===== src/rtl/game_pkg.sv =====
// Shared game constants: character count, player index, direction codes and
// the move-scheduler state encoding.
package game_pkg;

    localparam int unsigned N_CHARS    = 5;
    localparam int unsigned IDX_PLAYER = 0;

    localparam logic [1:0] DIR_UP    = 2'b00;
    localparam logic [1:0] DIR_DOWN  = 2'b01;
    localparam logic [1:0] DIR_LEFT  = 2'b10;
    localparam logic [1:0] DIR_RIGHT = 2'b11;

    typedef enum logic [1:0] {
        S_IDLE = 2'd0,
        S_SCAN = 2'd1,
        S_WAIT = 2'd2
    } sched_state_e;

endpackage


===== src/rtl/step_gen.sv =====
// Move-step divider: one-cycle step every TICK_DIV clocks while enabled;
// pausing restarts the count from zero.
module step_gen #(
    parameter int unsigned TICK_DIV = 833333
) (
    input  logic clk,
    input  logic reset,
    input  logic enable,
    output logic step
);

    localparam int unsigned CNT_W = (TICK_DIV > 1) ? $clog2(TICK_DIV) : 1;
    localparam logic [CNT_W-1:0] CNT_MAX = CNT_W'(TICK_DIV - 1);

    logic [CNT_W-1:0] cnt;

    always_ff @(posedge clk or negedge reset) begin
        if (!reset) begin
            cnt <= '0;
        end else if (!enable || cnt == CNT_MAX) begin
            cnt <= '0;
        end else begin
            cnt <= cnt + CNT_W'(1);
        end
    end

    assign step = enable && (cnt == CNT_MAX);

endmodule


===== src/rtl/move_scheduler.sv =====
// Shares the single movement datapath among the player and ghosts: each move
// step snapshots all requests and issues them one at a time in index order.
module move_scheduler #(
    parameter  int unsigned N_CHARS  = game_pkg::N_CHARS,
    parameter  int unsigned TICK_DIV = 833333,
    localparam int unsigned IDX_W    = (N_CHARS > 1) ? $clog2(N_CHARS) : 1
) (
    input  logic                 clk,
    input  logic                 reset,
    input  logic                 enable,
    input  logic [N_CHARS-1:0]   req_mv,
    input  logic [2*N_CHARS-1:0] req_dir,
    output logic                 upd_valid,
    input  logic                 upd_ready,
    output logic [IDX_W-1:0]     upd_idx,
    output logic [1:0]           upd_dir,
    output logic                 busy,
    output logic                 round_done,
    output logic                 overrun
);

    import game_pkg::*;

    sched_state_e              state, state_d;
    logic [N_CHARS-1:0]        pend, pend_d;
    logic [N_CHARS-1:0][1:0]   dir_snap, dir_snap_d;
    logic [IDX_W-1:0]          upd_idx_d, first_idx;
    logic [1:0]                upd_dir_d;
    logic                      upd_valid_d, round_done_d, overrun_d, busy_d;
    logic                      step;

    // Fixed priority: lowest set bit wins, so the player is always first.
    function automatic logic [IDX_W-1:0] lowest_set(input logic [N_CHARS-1:0] v);
        logic found;
        lowest_set = '0;
        found      = 1'b0;
        for (int i = 0; i < N_CHARS; i++) begin
            if (v[i] && !found) begin
                lowest_set = IDX_W'(i);
                found      = 1'b1;
            end
        end
    endfunction

    step_gen #(
        .TICK_DIV (TICK_DIV)
    ) u_step_gen (
        .clk    (clk),
        .reset  (reset),
        .enable (enable),
        .step   (step)
    );

    always_comb begin
        state_d      = state;
        pend_d       = pend;
        dir_snap_d   = dir_snap;
        upd_valid_d  = upd_valid;
        upd_idx_d    = upd_idx;
        upd_dir_d    = upd_dir;
        round_done_d = 1'b0;
        overrun_d    = overrun;
        first_idx    = lowest_set(pend);

        // A step landing mid-round is dropped; only the sticky flag records it.
        if (step && state != S_IDLE) begin
            overrun_d = 1'b1;
        end

        case (state)
            S_IDLE: begin
                if (step) begin
                    pend_d     = req_mv;
                    dir_snap_d = req_dir;
                    state_d    = S_SCAN;
                end
            end
            S_SCAN: begin
                if (!enable || pend == '0) begin
                    pend_d       = '0;
                    round_done_d = 1'b1;
                    state_d      = S_IDLE;
                end else begin
                    upd_idx_d         = first_idx;
                    upd_dir_d         = dir_snap[first_idx];
                    upd_valid_d       = 1'b1;
                    pend_d[first_idx] = 1'b0;
                    state_d           = S_WAIT;
                end
            end
            S_WAIT: begin
                if (upd_ready) begin
                    upd_valid_d = 1'b0;
                    state_d     = S_SCAN;
                end
            end
            default: begin
                state_d = S_IDLE;
            end
        endcase

        busy_d = (state_d != S_IDLE);
    end

    always_ff @(posedge clk or negedge reset) begin
        if (!reset) begin
            state      <= S_IDLE;
            pend       <= '0;
            dir_snap   <= '0;
            upd_valid  <= 1'b0;
            upd_idx    <= '0;
            upd_dir    <= '0;
            busy       <= 1'b0;
            round_done <= 1'b0;
            overrun    <= 1'b0;
        end else begin
            state      <= state_d;
            pend       <= pend_d;
            dir_snap   <= dir_snap_d;
            upd_valid  <= upd_valid_d;
            upd_idx    <= upd_idx_d;
            upd_dir    <= upd_dir_d;
            busy       <= busy_d;
            round_done <= round_done_d;
            overrun    <= overrun_d;
        end
    end

endmodule


===== config.mk =====
export PLATFORM = sky130hd
export DESIGN_NAME = move_scheduler
export DESIGN_NICKNAME = d
export VERILOG_FILES = /design/src/rtl/game_pkg.sv /design/src/rtl/step_gen.sv /design/src/rtl/move_scheduler.sv
export SDC_FILE = /design/constraint.sdc
export NUM_CORES = 1
export LEC_CHECK = 0
export ABC_AREA = 1
export CORE_MARGIN = 10
export CORE_UTILIZATION = 60
export DETAILED_ROUTE_END_ITERATION = 16
export MAX_ROUTING_LAYER = met4
export PLACE_DENSITY_LB_ADDON = 0.25
export RECOVER_POWER = 100
export SYNTH_ARGS = -nofsm -noshare
export SYNTH_HDL_FRONTEND = slang
export SYNTH_HIERARCHICAL = 1
export SYNTH_SLANG_ARGS = --single-unit

===== constraint.sdc =====
create_clock -name clk -period 3.8 [get_ports clk]
set_input_delay 0.76 -clock clk [delete_from_list [all_inputs] [get_ports clk]]
set_output_delay 0.76 -clock clk [all_outputs]
set_load 0.005 [all_outputs]

==> results.cfg, run 1 <==
[run_status]
status = finished with violations
violations = capacitance limit, slew limit

[finish]
drive_above_1_share_pct = 11.3
syn_to_final_growth_pct = 15.0
finalNetCount = 356
fillers = 299
antenna_cells = 0
most-common-layout-cells = nand2_1 (94), dfrtp_1 (46), nor2_1 (40), inv_1 (31), nand3_1 (20)
layout_commonest_cell = nand2_1
instances_no_fill = 386

[floorplan]
fp-row-count = 23
die_h_um = 83.8
io_pins = 28
core_mm2 = 0.00397
dieWidth_um = 83.8
initial_core_util_pct = 61.4
die-area_mm2 = 0.00701

[synthesis]
synth_seq_cells = 46
syn_inst = 305
synth_compound_area_share_pct = 4.16
synth_top_area_cell = dfrtp_1
synth-seq-area-share_pct = 47.2
synth-xor-area-share_pct = 4.31
synth_top_area_share_pct = 47.2
synthTopCellsByArea = dfrtp_1 (47%), nand2_1 (14%), nor2_1 (6.2%), inv_1 (4.6%), nand3_1 (3.9%)
synth_top_family_by_area = simple AND/OR/NAND/NOR gates
syn_area_per_cell_um2 = 8.00
synthAdderAreaFrac_pct = 1.03
synth_nets = 326
synth_mux_area_share_pct = 0
synth_simple_gate_area_share_pct = 36.4
yosysWarnings = 6
yosysUniqueCellTypes = 26
syn_area_mm2 = 0.00244

[worst_setup_path]
end_kind = async pin
worst_setup_path_start_kind = input port
cpLargestDelayFamily = buffers and inverters
cp_max_fo = 46
arrival_ns = 2.45
critical_path.cell_chain = clkbuf_1
crit_slowest_cell = clkbuf_1
slowest_delay_ns = 1.68
reg2reg_slack_ns = 1.65
crit_required_ns = 3.72
path_buf_inv = 1
path_class = in2async

[detailed_routing]
viasPerCell = 5.09
wire_per_inst_um = 12.9
drt_first_pass_iters = 4
antenna_left = 0
wl_um = 4980
drtIter0Drc = 160
dr_total_vias = 1963
post-route-drc-count = 0

[clocking]
tritoncts = done
htreeDepth = 2
clock_sinks = 46
clk_pin_slew_ns = 0.08
cts_buffers = 5
postCtsHoldBufs = 0
clock_latency_ns = 0.31
root_buffer = clkbuf_8
post_cts_buffers = 0
cts_buffer_depth = 2
post_cts_resize_count = 0

[grt]
antenna_found_initial = 0
grt_overflow_total = 0
gr-usage-all-layers_pct = 15.2
grt_pass1_vias = 1969
grt_pass1_wl_um = 8830
grt_max_degree = 47

[timing]
tns_ns = 0
slew_headroom_pct = -59.6
hold_violations = 0
finalCritPeriodShare_pct = 66.7
slew_viol_final = 47
fin_hold_ws_ns = 0.478
fin_skew_ns = 0.00891
min_period_ns = 2.54
finalSetupViolCount = 0
worst_slew_pin_slew_ns = 2.39
rsz0062_at_grt = no
max_freq_mhz = 394

[power_and_ir_drop]
p_sw_share_pct = 22.4
switchingPower_mw = 0.204
seqPwrFrac_pct = 54.3
p_per_area_mw_per_mm2 = 326
vdd_drop_max_uv = 238
internal_power_mw = 0.710
pwr-share-comb_pct = 5.0
clkPwrFrac_pct = 40.7
p_leak_nw = 1.33

[place]
io_buffers = 27
hpwl_um = 3680
placed_cells = 378
gp_congestion = 0.892

[min_path]
holdCritPathClass = reg2reg

[job]
drv_cap = 1
-- power by group through the flow --
stage | Clock, mW | Combinational [mW] | Sequential (mW)
final | 0.372 | 0.0456 | 0.497
after global routing | 0.398 | 0.0514 | 0.497
after CTS | 0.376 | 0.0485 | 0.497
after detailed placement | 0 | 0.0483 | 0.506
after global placement | 0 | 0.0483 | 0.506
after floorplan | 0 | 0.0171 | 0.506
-- cells by family after synthesis --
| logic type | Yosys count |
|---|---|
| xor gates and xnor gates | 12 |
| buffers and inverters | 38 |
| and+or+nand+nor | 190 |
| DFF | 46 |
| adders and majority gates | 2 |
| AOI/OAI and AO/OA | 17 |
-- stage by stage --
stage / utilization, % / setup WS [ns] / cell area [um^2] / power, mW
floorplan: - / 2.19 / 2440 / 0.523
global placement: 68.6 / 1.42 / 2730 / 0.554
detailed placement: 68.6 / 1.33 / 2730 / 0.555
CTS: 71.5 / 1.65 / 2840 / 0.921
global route: 70.6 / 0.754 / 2800 / 0.947
finish: 70.6 / 1.26 / 2800 / 0.914
-- cell type report --
class / count / area, um^2 / area share [%]
clock buffers: 5 / 68.8 / 2.45
clock inverters: 3 / 45.0 / 1.61
inverters: 34 / 128 / 4.55
multi-input cells: 221 / 1080 / 38.7
flip-flops and latches: 46 / 1150 / 41.1
well taps: 50 / 62.6 / 2.23
repair buffers: 27 / 264 / 9.42
-- per-layer routing --
metal	routed length, um	global-route usage (%)	vias up
li1	-	-	1002
met1	2410	19.8	902
met2	2240	22.0	51
met3	249	4.10	8
met4	77	5.63	0
met5	0	-	-
-- synth_stat cells --
cell / instances
nor2_1: 40
buf_6: 1
nand3_4: 2
a21oi_1: 2
o21ai_1: 8
nand3_2: 2
nor3b_2: 1
xnor2_1: 5
o21ai_0: 2
inv_2: 4
nand3_1: 19
nor2_2: 15
nand4_1: 6
xor2_1: 7
ha_1: 2
nand2_1: 92
nand2_4: 1
nor2_4: 3
o21bai_1: 2
nor3_1: 3
buf_12: 1
o21ai_2: 3
inv_1: 30
dfrtp_1: 46
nand2_2: 6
buf_2: 2
-- final timing paths --
check | from | endpoint | depth (start not counted)
max in group clk | enable | dir_snap[6] | 6
setup reg to reg | u_step_gen/cnt[0] | dir_snap[6] | 9
setup / recovery | reset | dir_snap[7] | 1
min in group asynchronous | reset | u_step_gen/cnt[12] | 1
hold / removal | upd_dir[0] | upd_dir[0] | 2
hold reg to reg | upd_dir[0] | upd_dir[0] | 2
-- state kept, by name (all words and copies together), names as in the netlist --
signal / count
pend: 5
overrun: 1
dir_snap: 10
round_done: 1
busy: 1
upd_idx: 3
u_step_gen/cnt: 20
upd_valid: 1
state: 2
upd_dir: 2
(Power assumes the default switching activity.)
==> inputs of run 2 (changes only) <==
CORE_UTILIZATION = 56   (was 60)
clock period = 2.5 ns   (was 3.8 ns; I/O delays follow)
==> run 2 against run 1 <==
Net effect: the run now ends clean; hold slack lost 0.18 ns; setup slack lost 0.77 ns; clock skew shrank 0.0025 ns; largest cell class unchanged.
==> results.cfg, run 2 (synthesis results as in run 1) <==
[grt]
gr-usage-all-layers_pct = 14.4
grt_pass1_wl_um = 8470
antenna_found_initial = 0
grt_max_degree = 21
grt_pass1_vias = 1858
grt_overflow_total = 0

[finish]
syn_to_final_growth_pct = 15.0
most-common-layout-cells = nand2_1 (94), dfrtp_1 (46), nor2_1 (41), inv_1 (30), nand3_1 (21)
layout_commonest_cell = nand2_1
regMostFlops = u_step_gen/cnt
largest_register_ffs = 20
design_area_mm2 = 0.00280
finalNetCount = 359
largestRegisters = u_step_gen/cnt (20), dir_snap (10), pend (5)
antenna_cells = 0
fillers = 351
drive_above_1_share_pct = 10.6
fin_util_pct = 68.1
ff_latch_area_mm2 = 0.00115
multi_input_area_mm2 = 0.00108

[power_and_ir_drop]
power_mw = 1.37
vdd_drop_max_uv = 274
p_leak_nw = 1.33
p_sw_share_pct = 21.2
pwr-share-comb_pct = 5.2
internal_power_mw = 1.08
seqPwrFrac_pct = 55.0
clkPwrFrac_pct = 39.8
p_per_area_mw_per_mm2 = 489
switchingPower_mw = 0.291

[timing]
fin_skew_ns = 0.00638
fin_hold_ws_ns = 0.299
slew_headroom_pct = 40.1
finalCritPeriodShare_pct = 80.4
min_period_ns = 2.01
hold_violations = 0
finalSetupViolCount = 0
max_freq_mhz = 498
worst_slew_pin_slew_ns = 0.898
slew_viol_final = 0
tns_ns = 0
rsz0062_at_grt = no

[place]
io_buffers = 27
placedInstanceArea_mm2 = 0.00275
gp_congestion = 0.881
hpwl_um = 3740

[worst_setup_path]
rr_worst_depth = 9
crit_required_ns = 2.72
arrival_ns = 2.23
rr_startpoint = u_step_gen/cnt[0]
end_kind = register
crit_slowest_cell = dlygate4sd3_1
reg2reg_slack_ns = 0.58
cpLargestDelayFamily = buffers and inverters
cp_max_fo = 18
critical_path.cell_chain = dlygate4sd3_1 > clkbuf_1 > nand2_1 > nor2_2
slowest_delay_ns = 0.56
path_buf_inv = 2
path_class = in2reg
critPathLaunch = enable
worst_setup_path_start_kind = input port
cp.depth = 4

[min_path]
holdCritPathClass = in2async

[clocking]
clk_pin_slew_ns = 0.08
postCtsHoldBufs = 0
cts_buffers = 5
post_cts_resize_count = 0
post_cts_buffers = 0
cts_buffer_depth = 2
root_buffer = clkbuf_8
htreeDepth = 2
clock_latency_ns = 0.30
tritoncts = done
clock_sinks = 46

[floorplan]
io_pins = 28
dieWidth_um = 86.0
die-area_mm2 = 0.00739
die_h_um = 86.0
fp-row-count = 23
core_mm2 = 0.00412
initial_core_util_pct = 59.3

[detailed_routing]
viasPerCell = 5.06
post-route-drc-count = 0
drtIter0Drc = 182
wire_per_inst_um = 12.6
dr_total_vias = 1968
drt_first_pass_iters = 4
antenna_left = 0
wl_um = 4880

[run_status]
status = finished clean

[job]
drv_cap = 0
==> run 2: path summary, 6_finish.rpt <==
kind	to
hold reg to reg	overrun
min in group clk	overrun
setup reg to reg	dir_snap[0]
setup / recovery	u_step_gen/cnt[17]
max in group asynchronous	u_step_gen/cnt[10]
hold / removal	u_step_gen/cnt[7]
==> run 2: power groups by stage <==
stage          Sequential [mW]  Combinational [mW]  Clock, mW
6_report                 0.755              0.0714      0.546
5_1_grt                  0.756              0.0821      0.588
4_1_cts                  0.755              0.0780      0.565
3_5_place_dp             0.769              0.0771          0
3_3_place_gp             0.769              0.0772          0
2_1_floorplan            0.769              0.0260          0
==> run 2: final cells by class <==
class / count / share of cell area, %
clock buffers: 6 / 2.59
flip-flops and latches: 46 / 41.1
clock inverters: 2 / 1.34
well taps: 50 / 2.23
multi-input cells: 221 / 38.4
inverters: 34 / 4.55
repair buffers: 30 / 9.82
==> run 2: stage by stage <==
step,instances,setup slack (ns)
4_1_cts,389,0.629
3_5_place_dp,381,0.618
3_3_place_gp,381,0.654
2_1_floorplan,305,0.888
6_report,389,0.491
5_1_grt,389,0.351
==> run 2: layer usage <==
layer / routed length, um / global-route usage (%) / part of all wire, %
met2: 2050 / 20.1 / 42
met4: 64 / 4.64 / 1.3
met1: 2510 / 19.4 / 51
met3: 264 / 4.26 / 5.4
met5: 0 / - / 0
==> inputs of run 3 (changes only) <==
CORE_UTILIZATION = 50   (was 56)
clock period = 1.6 ns   (was 2.5 ns; I/O delays follow)
==> run 3 against run 2 <==
Net effect: via count up 4.5%; critical path depth up 7; register-to-register slack worse by 0.51 ns; combinational power up 90%; sequential share of layout area down 3.4 points; setup slack worse by 0.42 ns; hold slack better by 0.19 ns; cell area up 9.0%; count of clock-buffer cells in the layout unchanged; global-route usage down 1.0 points; sequential power up 56%; critical path type is now reg2reg; largest cell class is now multi-input combinational cells; highest routed layer unchanged.
==> results.cfg, run 3 (synthesis results as in run 1) <==
[run_status]
status = finished clean

[clocking]
htreeDepth = 2
clock_latency_ns = 0.30
cts_buffer_depth = 2
tritoncts = done
clk_pin_slew_ns = 0.09
cts_buffers = 5
root_buffer = clkbuf_8
clock_sinks = 46

[finish]
largestRegisters = u_step_gen/cnt (20), dir_snap (10), pend (5)
most-common-layout-cells = nand2_1 (83), dfrtp_1 (46), nor2_1 (39), inv_1 (28), clkdlybuf4s50_1 (26)
finalNetCount = 372
antenna_cells = 0
fillers = 382
syn_to_final_growth_pct = 25.3
drive_above_1_share_pct = 20.7
instances_no_fill = 419
largest_register_ffs = 20
regMostFlops = u_step_gen/cnt
layout_commonest_cell = nand2_1

[worst_setup_path]
rr_startpoint = u_step_gen/cnt[1]
end_kind = register
critical_path.cell_chain = inv_2 > ha_4 > nand4_1 > nor2_1 > nand3_2 > nor2_4 > nand2_4 > nand2_4 > nand2_2 > nand2_2 > nand2_1
crit_required_ns = 1.80
arrival_ns = 1.73
cp_max_fo = 6
critPathLaunch = u_step_gen/cnt[1]
crit_slowest_cell = dfrtp_1
path_class = reg2reg
worst_setup_path_start_kind = register
slowest_delay_ns = 0.39

[place]
pre_cts_ws_ns = -0.0543
placed_cells = 409
hpwl_um = 3770
io_buffers = 27
gp_congestion = 0.919

[grt]
met1_usage_pct = 17.6
use_met3_pct = 2.58
grt_pass1_vias = 2003
top_usage_layer = met2
grt_max_degree = 47
gr-usage-all-layers_pct = 13.4
antenna_found_initial = 0
met2_usage_pct = 19.9
grt_overflow_total = 0
grt_pass1_wl_um = 8960

[detailed_routing]
dr_total_vias = 2057
drt_first_pass_iters = 4
wl_um = 5210
drtIter0Drc = 174
antenna_left = 0
wire_per_inst_um = 12.4
post-route-drc-count = 0
viasPerCell = 4.91

[timing]
fin_hold_ws_ns = 0.487
finalCritPeriodShare_pct = 95.3
setup_ws_ns = 0.0745
max_freq_mhz = 656
min_period_ns = 1.53
tns_ns = 0
fin_skew_ns = 0.0116
slew_viol_final = 0
hold_violations = 0
rsz0062_at_grt = yes
finalSetupViolCount = 0
worst_slew_pin_slew_ns = 0.615
slew_headroom_pct = 59.0

[floorplan]
core_mm2 = 0.00472
initial_core_util_pct = 51.6
fp-row-count = 25
die_h_um = 89.8
die-area_mm2 = 0.00807
io_pins = 28
dieWidth_um = 89.8

[min_path]
hold_path_startpoint = overrun
holdCritPathClass = reg2reg

[power_and_ir_drop]
p_leak_nw = 1.39
p_per_area_mw_per_mm2 = 713
vdd_drop_max_uv = 494

[job]
drv_cap = 0
## run 3: critical path, delay by kind of cell, from the launching register on
kind                     cells  cell delay [ns]
AND/OR/NAND/NOR              9             0.84
buffers and inverters        1             0.08
flip-flops                   1             0.39
adder cells (fa/ha/maj)      1             0.12
## run 3: final cells by class
type | count | area (um^2) | share of cell area, %
clock inverters | 2 | 37.5 | 1.23
flip-flops and latches | 46 | 1150 | 37.7
multi-input cells | 221 | 1180 | 38.8
repair buffers | 43 | 392 | 12.8
clock buffers | 6 | 72.6 | 2.37
inverters | 34 | 135 | 4.42
well taps | 67 | 83.8 | 2.74
## run 3: per-stage QoR
stage,power (mW),area [um^2],utilization [%]
floorplan,1.24,2440,-
global placement,1.33,2870,60.7
detailed placement,1.33,2870,60.7
CTS,2.20,2990,63.3
global route,2.26,3060,64.7
finish,2.18,3060,64.7
## run 3: routing by layer
layer | up-vias | wire, um
li1 | 1037 | -
met5 | - | 0
met3 | 6 | 269
met4 | 0 | 53
met1 | 966 | 2520
met2 | 48 | 2370
## run 3: power breakdown
group,switching [mW],internal (mW),total (mW),leakage (nW)
registers,0.00678,1.17,1.18,0.606
clock network,0.401,0.466,0.867,0.0514
logic,0.0692,0.0668,0.136,0.736
total,0.477,1.70,2.18,1.39
## run 3: repair_timing
| item | 4_1_cts | 5_1_grt |
|---|---|---|
| buffers inserted | 0 | 1 |
| setup endpoints to repair | 8 | 24 |
| gates resized for setup | 2 | 20 |
| pin swaps | 0 | 14 |
| hold endpoints to repair | 37 | 0 |
| hold buffers | 1 | 0 |
## run 3: final timing paths
kind,slack (ns),cells after the start,to
min in group asynchronous,0.66,3,u_step_gen/cnt[13]
min,0.49,1,overrun
max in group asynchronous,0.51,3,u_step_gen/cnt[19]
min reg2reg,0.49,1,overrun
max reg2reg,0.07,11,pend[1]
max,0.07,11,pend[1]
==> edit 1: new RTL, config.mk and constraints of run 3 <==
Encoding of `sched_state_e`: now one-hot (3 bits for 3 states).
--- a/src/rtl/game_pkg.sv
+++ b/src/rtl/game_pkg.sv
@@ -11,8 +11,8 @@
     localparam logic [1:0] DIR_RIGHT = 2'b11;
 
-    typedef enum logic [1:0] {
-        S_IDLE = 2'd0,
-        S_SCAN = 2'd1,
-        S_WAIT = 2'd2
+    typedef enum logic [2:0] {
+        S_IDLE = 3'b001,
+        S_SCAN = 3'b010,
+        S_WAIT = 3'b100
     } sched_state_e;
 
Function: same outputs for any inputs over 10 cycles, from zero or initial values and one cycle with reset low; not proved beyond that.
==> edit 1 against run 3 <==
- die area up 1.3%
- design area is 5.6% higher
- routed wire length is 7.7% higher
- power is 8.8% higher
- non-clock buffer count grew 17
- sequential cell count grew 1
- critical endpoint is now busy
- the flow now finishes with violations (setup timing)
- worst setup slack worse by 0.19 ns
- area after synthesis is 1.7% higher
==> edit 1: results (changes against run 3) <==
| Metric | Value |
|---|---|
| Outcome | finished, violations left (was finished clean) |
| Violations in the final reports | setup timing |
| Combined global-route utilization of all metal layers | 0.142 (was 0.134) |
| Warning count from the yosys run | 6 (unchanged) |
| Final Net Count | 402 (was 372) |
| Share of cells above drive strength 1 | 0.194 (was 0.207) |
| Via count of the first global-routing pass | 2,248 (was 2,003) |
| Total wirelength of the detailed-routed design | 5610 microns (was 5210 microns) |
| Leading post-synthesis cells by cell area | sky130_fd_sc_hd__dfrtp_1 (46%), sky130_fd_sc_hd__nand2_1 (15%), sky130_fd_sc_hd__nor2_1 (6.4%) (was sky130_fd_sc_hd__dfrtp_1 (47%), sky130_fd_sc_hd__nand2_1 (14%), sky130_fd_sc_hd__nor2_1 (6.2%)) |
| HPWL after detailed placement | 4170 microns (was 3770 microns) |
| Distinct cell type count of the synthesized netlist | 28 (was 26) |
| Leading cell types by count after synthesis | sky130_fd_sc_hd__nand2_1 (100), sky130_fd_sc_hd__dfrtp_1 (46), sky130_fd_sc_hd__nor2_1 (42), sky130_fd_sc_hd__inv_1 (36), sky130_fd_sc_hd__nand3_1 (22) (was sky130_fd_sc_hd__nand2_1 (92), sky130_fd_sc_hd__dfrtp_1 (46), sky130_fd_sc_hd__nor2_1 (40), sky130_fd_sc_hd__inv_1 (30), sky130_fd_sc_hd__nand3_1 (19)) |
| Worst rel slew slack | 0.648 (was 0.590) |
| Global-route wire length before repair | 9560 microns (was 8960 microns) |
| Placed cell area | 0.00303 sq mm (was 0.00287 sq mm) |
| Worst vdd ir | 517 uV (was 494 uV) |
| Maximum number of pins on one net before global-route repair | 21 (was 47) |
| Leading cell type by number of instances after synthesis | sky130_fd_sc_hd__nand2_1 (unchanged) |
| Clock Tree Buf Depth | 2 (unchanged) |
| Leakage component of the power | 1.56 nW (was 1.39 nW) |
| Crit path DAT | 1.96 ns (was 1.73 ns) |
| Setup slack of the critical path after layout | -0.112 ns (was 0.0745 ns) |
| Synthesized net count | 338 (was 326) |
| Post-Route Skew | 0.00662 ns (was 0.0116 ns) |
| Sequential fraction of the synthesis area | 0.475 (was 0.472) |
| Mean number of vias per cell | 4.90 (was 4.91) |
| Clock transition time at the flip-flop clock pins of the worst setup and hold paths | 0.08 ns |
| Clock H-tree levels | 2 (unchanged) |
| Setup violation total in the final timing report | 19 (was 0) |
| Iter 0 DRT Violations | 128 (was 174) |
| Largest fanout on the critical path | 4 (was 6) |
| Final Wtd Congestion | 0.910 (was 0.919) |
| Cell chosen for the clock root | sky130_fd_sc_hd__clkbuf_8 (unchanged) |
| Asr flop ratio synth | 1.00 (unchanged) |
| Worst setup timing slack at the placement stage | -0.0257 ns (was -0.0543 ns) |
-- edit 1: worst paths after layout --
path / from / to / slack, ns / cells after the start
min: overrun / overrun / 0.47 / 2
min in group asynchronous: reset / u_step_gen/cnt[7] / 0.50 / 2
max reg2reg: u_step_gen/cnt[15] / busy / -0.11 / 9
max: u_step_gen/cnt[15] / busy / -0.11 / 9
min reg2reg: overrun / overrun / 0.47 / 2
max in group asynchronous: reset / upd_idx[0] / 0.23 / 3
-- edit 1: cell type report --
cell class	instances	area, sq um
Inverter	39	154
Sequential cell	47	1180
Fill cell	417	1530
Clock buffer	6	72.6
Clock inverter	2	60.1
Timing Repair Buffer	60	510
Tap cell	67	83.8
Multi-Input combinational cell	228	1170
-- edit 1: cells by family (layout without fill, tap and decap cells) --
family          after synthesis  in the layout  share of synthesized area
buf+inv                      42            107                     0.0762
flops                        47             47                      0.475
fa+ha+maj                     2              2                     0.0101
compound gates               16             16                     0.0343
simple gates                198            198                      0.362
xor+xnor                     12             12                     0.0424
-- edit 1: worst max-delay path, cell delays in order (launching register included) --
cell	delay [ns]
sky130_fd_sc_hd__dfrtp_1	0.37
sky130_fd_sc_hd__inv_1	0.07
sky130_fd_sc_hd__nor3_1	0.36
sky130_fd_sc_hd__nand3_2	0.16
sky130_fd_sc_hd__nor2_4	0.14
sky130_fd_sc_hd__nand4_4	0.19
sky130_fd_sc_hd__buf_4	0.21
sky130_fd_sc_hd__o21ai_4	0.06
sky130_fd_sc_hd__nor2_2	0.06
sky130_fd_sc_hd__inv_1	0.04
-- edit 1: per-stage QoR --
stage          std cells  total power, mW  hold slack, ns  TNS (ns)
6_report             449             2.37           0.467     -1.31
5_1_grt              449             2.47           0.510     -3.74
4_1_cts              448             2.39           0.472    -0.345
3_5_place_dp         438             1.37           0.293    -0.175
3_3_place_gp         438             1.37           0.286         0
2_1_floorplan        317             1.27          0.0244    -0.459
-- edit 1: what timing repair did --
item	4_1_cts	5_1_grt
endpoints found under the setup margin	12	38
endpoints found under the hold margin	17	0
gates resized for setup	0	17
buffers inserted	1	1
hold buffers	1	0
-- edit 1: routing by layer --
| metal | GRT usage | routed length, microns | vias up |
|---|---|---|---|
| met2 | 0.236 | 2800 | 44 |
| met5 | - | 0 | - |
| li1 | - | - | 1110 |
| met1 | 0.169 | 2520 | 1040 |
| met3 | 0.0308 | 212 | 8 |
| met4 | 0.0411 | 75 | 0 |
-- edit 1: where the power goes --
part	switching (mW)	internal, mW	total (mW)
combinational	0.0767	0.0698	0.146
clock	0.400	0.624	1.02
sequential	0.00515	1.19	1.20
total	0.482	1.89	2.37
==> edit 2: new RTL, settings of run 3 <==
Made on the original files. `TICK_DIV` is set to 833333 in 2 places; all go to 3333332.
--- a/src/rtl/step_gen.sv
+++ b/src/rtl/step_gen.sv
@@ -2,5 +2,5 @@
 // pausing restarts the count from zero.
 module step_gen #(
-    parameter int unsigned TICK_DIV = 833333
+    parameter int unsigned TICK_DIV = 3333332
 ) (
     input  logic clk,
--- a/src/rtl/move_scheduler.sv
+++ b/src/rtl/move_scheduler.sv
@@ -3,5 +3,5 @@
 module move_scheduler #(
     parameter  int unsigned N_CHARS  = game_pkg::N_CHARS,
-    parameter  int unsigned TICK_DIV = 833333,
+    parameter  int unsigned TICK_DIV = 3333332,
     localparam int unsigned IDX_W    = (N_CHARS > 1) ? $clog2(N_CHARS) : 1
 ) (
Function: no difference found for any inputs over 10 cycles, from zero or initial values and one cycle with reset low; that may be too few to reach the edited logic, so the function may still have changed.
==> edit 2 against run 3 <==
- the run now ends with setup timing left
- combinational power is 21% higher
- hold slack got worse by 0.0045 ns
- power up 6.3%
- routed wire length is 21% higher
- worst setup slack got worse by 0.086 ns
- critical endpoint is now dir_snap[3]
- design area is 13% higher
- fmax down 5.3%
- sequential cell count up 2
- critical path depth stayed put
- first-iteration DRC count is 32% lower
- non-clock buffer count up 20
- area after synthesis is 6.4% higher
==> edit 2: results (changes against run 3) <==
| Metric | Value |
|---|---|
| Outcome | finished, violations left (was finished clean) |
| Violations in the final reports | setup timing |
| Leakage component of the power | 1.65 nW (was 1.39 nW) |
| Distinct cell type count of the synthesized netlist | 27 (was 26) |
| Synthesized net count | 359 (was 326) |
| HPWL after detailed placement | 4470 microns (was 3770 microns) |
| Mean number of vias per cell | 4.92 (was 4.91) |
| Total wirelength of the detailed-routed design | 6310 microns (was 5210 microns) |
| Global-route wire length before repair | 10,000 microns (was 8960 microns) |
| Syn avg cell area | 7.67 sq um (was 8.00 sq um) |
| Number of stages on the worst hold path | 2 (was 1) |
| Largest fanout on the critical path | 5 (was 6) |
| Crit path DAT | 1.80 ns (was 1.73 ns) |
| Most frequently used flop master after synthesis | sky130_fd_sc_hd__dfrtp_1 (unchanged) |
| WHS Endpoint | upd_valid (was overrun) |
| Setup slack of the critical path after layout | -0.0110 ns (was 0.0745 ns) |
| Maximum number of pins on one net before global-route repair | 33 (was 47) |
| Cell count after placement | 457 (was 409) |
| Iter 0 DRT Violations | 119 (was 174) |
| # fillers | 425 (was 382) |
| Leading cell types by count after synthesis | sky130_fd_sc_hd__nand2_1 (107), sky130_fd_sc_hd__nor2_1 (54), sky130_fd_sc_hd__dfrtp_1 (48), sky130_fd_sc_hd__inv_1 (35), sky130_fd_sc_hd__nand3_1 (21) (was sky130_fd_sc_hd__nand2_1 (92), sky130_fd_sc_hd__dfrtp_1 (46), sky130_fd_sc_hd__nor2_1 (40), sky130_fd_sc_hd__inv_1 (30), sky130_fd_sc_hd__nand3_1 (19)) |
| Worst vdd ir | 463 uV (was 494 uV) |
| Synthesized-area fraction occupied by ao, oa, aoi and oai cells | 0.0391 (was 0.0416) |
| Final Net Count | 424 (was 372) |
| Hold slack final | 0.482 ns (was 0.487 ns) |
| Worst setup timing slack at the placement stage | 0.00894 ns (was -0.0543 ns) |
| Start point of the worst min-delay path | upd_valid (was overrun) |
| Leading post-synthesis cells by cell area | sky130_fd_sc_hd__dfrtp_1 (46%), sky130_fd_sc_hd__nand2_1 (15%), sky130_fd_sc_hd__nor2_1 (7.8%) (was sky130_fd_sc_hd__dfrtp_1 (47%), sky130_fd_sc_hd__nand2_1 (14%), sky130_fd_sc_hd__nor2_1 (6.2%)) |
| Final Wtd Congestion | 0.930 (was 0.919) |
| Regs by FF count | u_step_gen/cnt (22), dir_snap (10), pend (5) (was u_step_gen/cnt (20), dir_snap (10), pend (5)) |
| Setup violation total in the final timing report | 7 (was 0) |
| Share of cells above drive strength 1 | 0.210 (was 0.207) |
| Post-Route Skew | 0.0141 ns (was 0.0116 ns) |
| Sequential fraction of the synthesis area | 0.463 (was 0.472) |
| Combined global-route utilization of all metal layers | 0.147 (was 0.134) |
-- edit 2: through the flow --
stage                     TNS, ns  instance area, sq um
final                     -0.0391                  3450
after global routing        -1.50                  3450
after floorplan           -0.0340                  2600
after CTS                       0                  3290
after global placement          0                  3150
after detailed placement        0                  3150
-- edit 2: routing by layer --
layer / up-vias / global-route usage / part of all wire
met5: - / - / 0
li1: 1173 / - / -
met3: 14 / 0.0326 / 0.039
met1: 1091 / 0.172 / 0.45
met2: 55 / 0.244 / 0.49
met4: 0 / 0.0501 / 0.021
-- edit 2: kinds of logic after synthesis --
group,count (synthesis)
compound gates,17
xor+xnor,12
fa+ha+maj,2
buf+inv,43
flops,48
simple gates,216
-- edit 2: what timing repair did --
item,in CTS,in global routing
buffers inserted,0,4
hold buffers,1,0
endpoints found under the setup margin,3,37
cloned,0,4
gates resized for setup,1,25
endpoints found under the hold margin,16,0
pin swaps,0,9
-- edit 2: worst min-delay path, cell delays in order (launching register included) --
cell and delay, ns:
sky130_fd_sc_hd__dfrtp_1 0.36, sky130_fd_sc_hd__nand2_1 0.05, sky130_fd_sc_hd__nand2_1 0.05
-- edit 2: layout make-up --
type,instances,area share
Inverter,38,0.0428
Clock buffer,6,0.0239
Timing Repair Buffer,63,0.185
Tap cell,70,0.0254
Clock inverter,2,0.0112
Sequential cell,48,0.348
Multi-Input combinational cell,247,0.363
-- edit 2: power breakdown --
group,switching (mW),internal (mW)
Sequential,0.00634,1.22
Combinational,0.0782,0.0859
Clock,0.415,0.511
Total,0.500,1.82
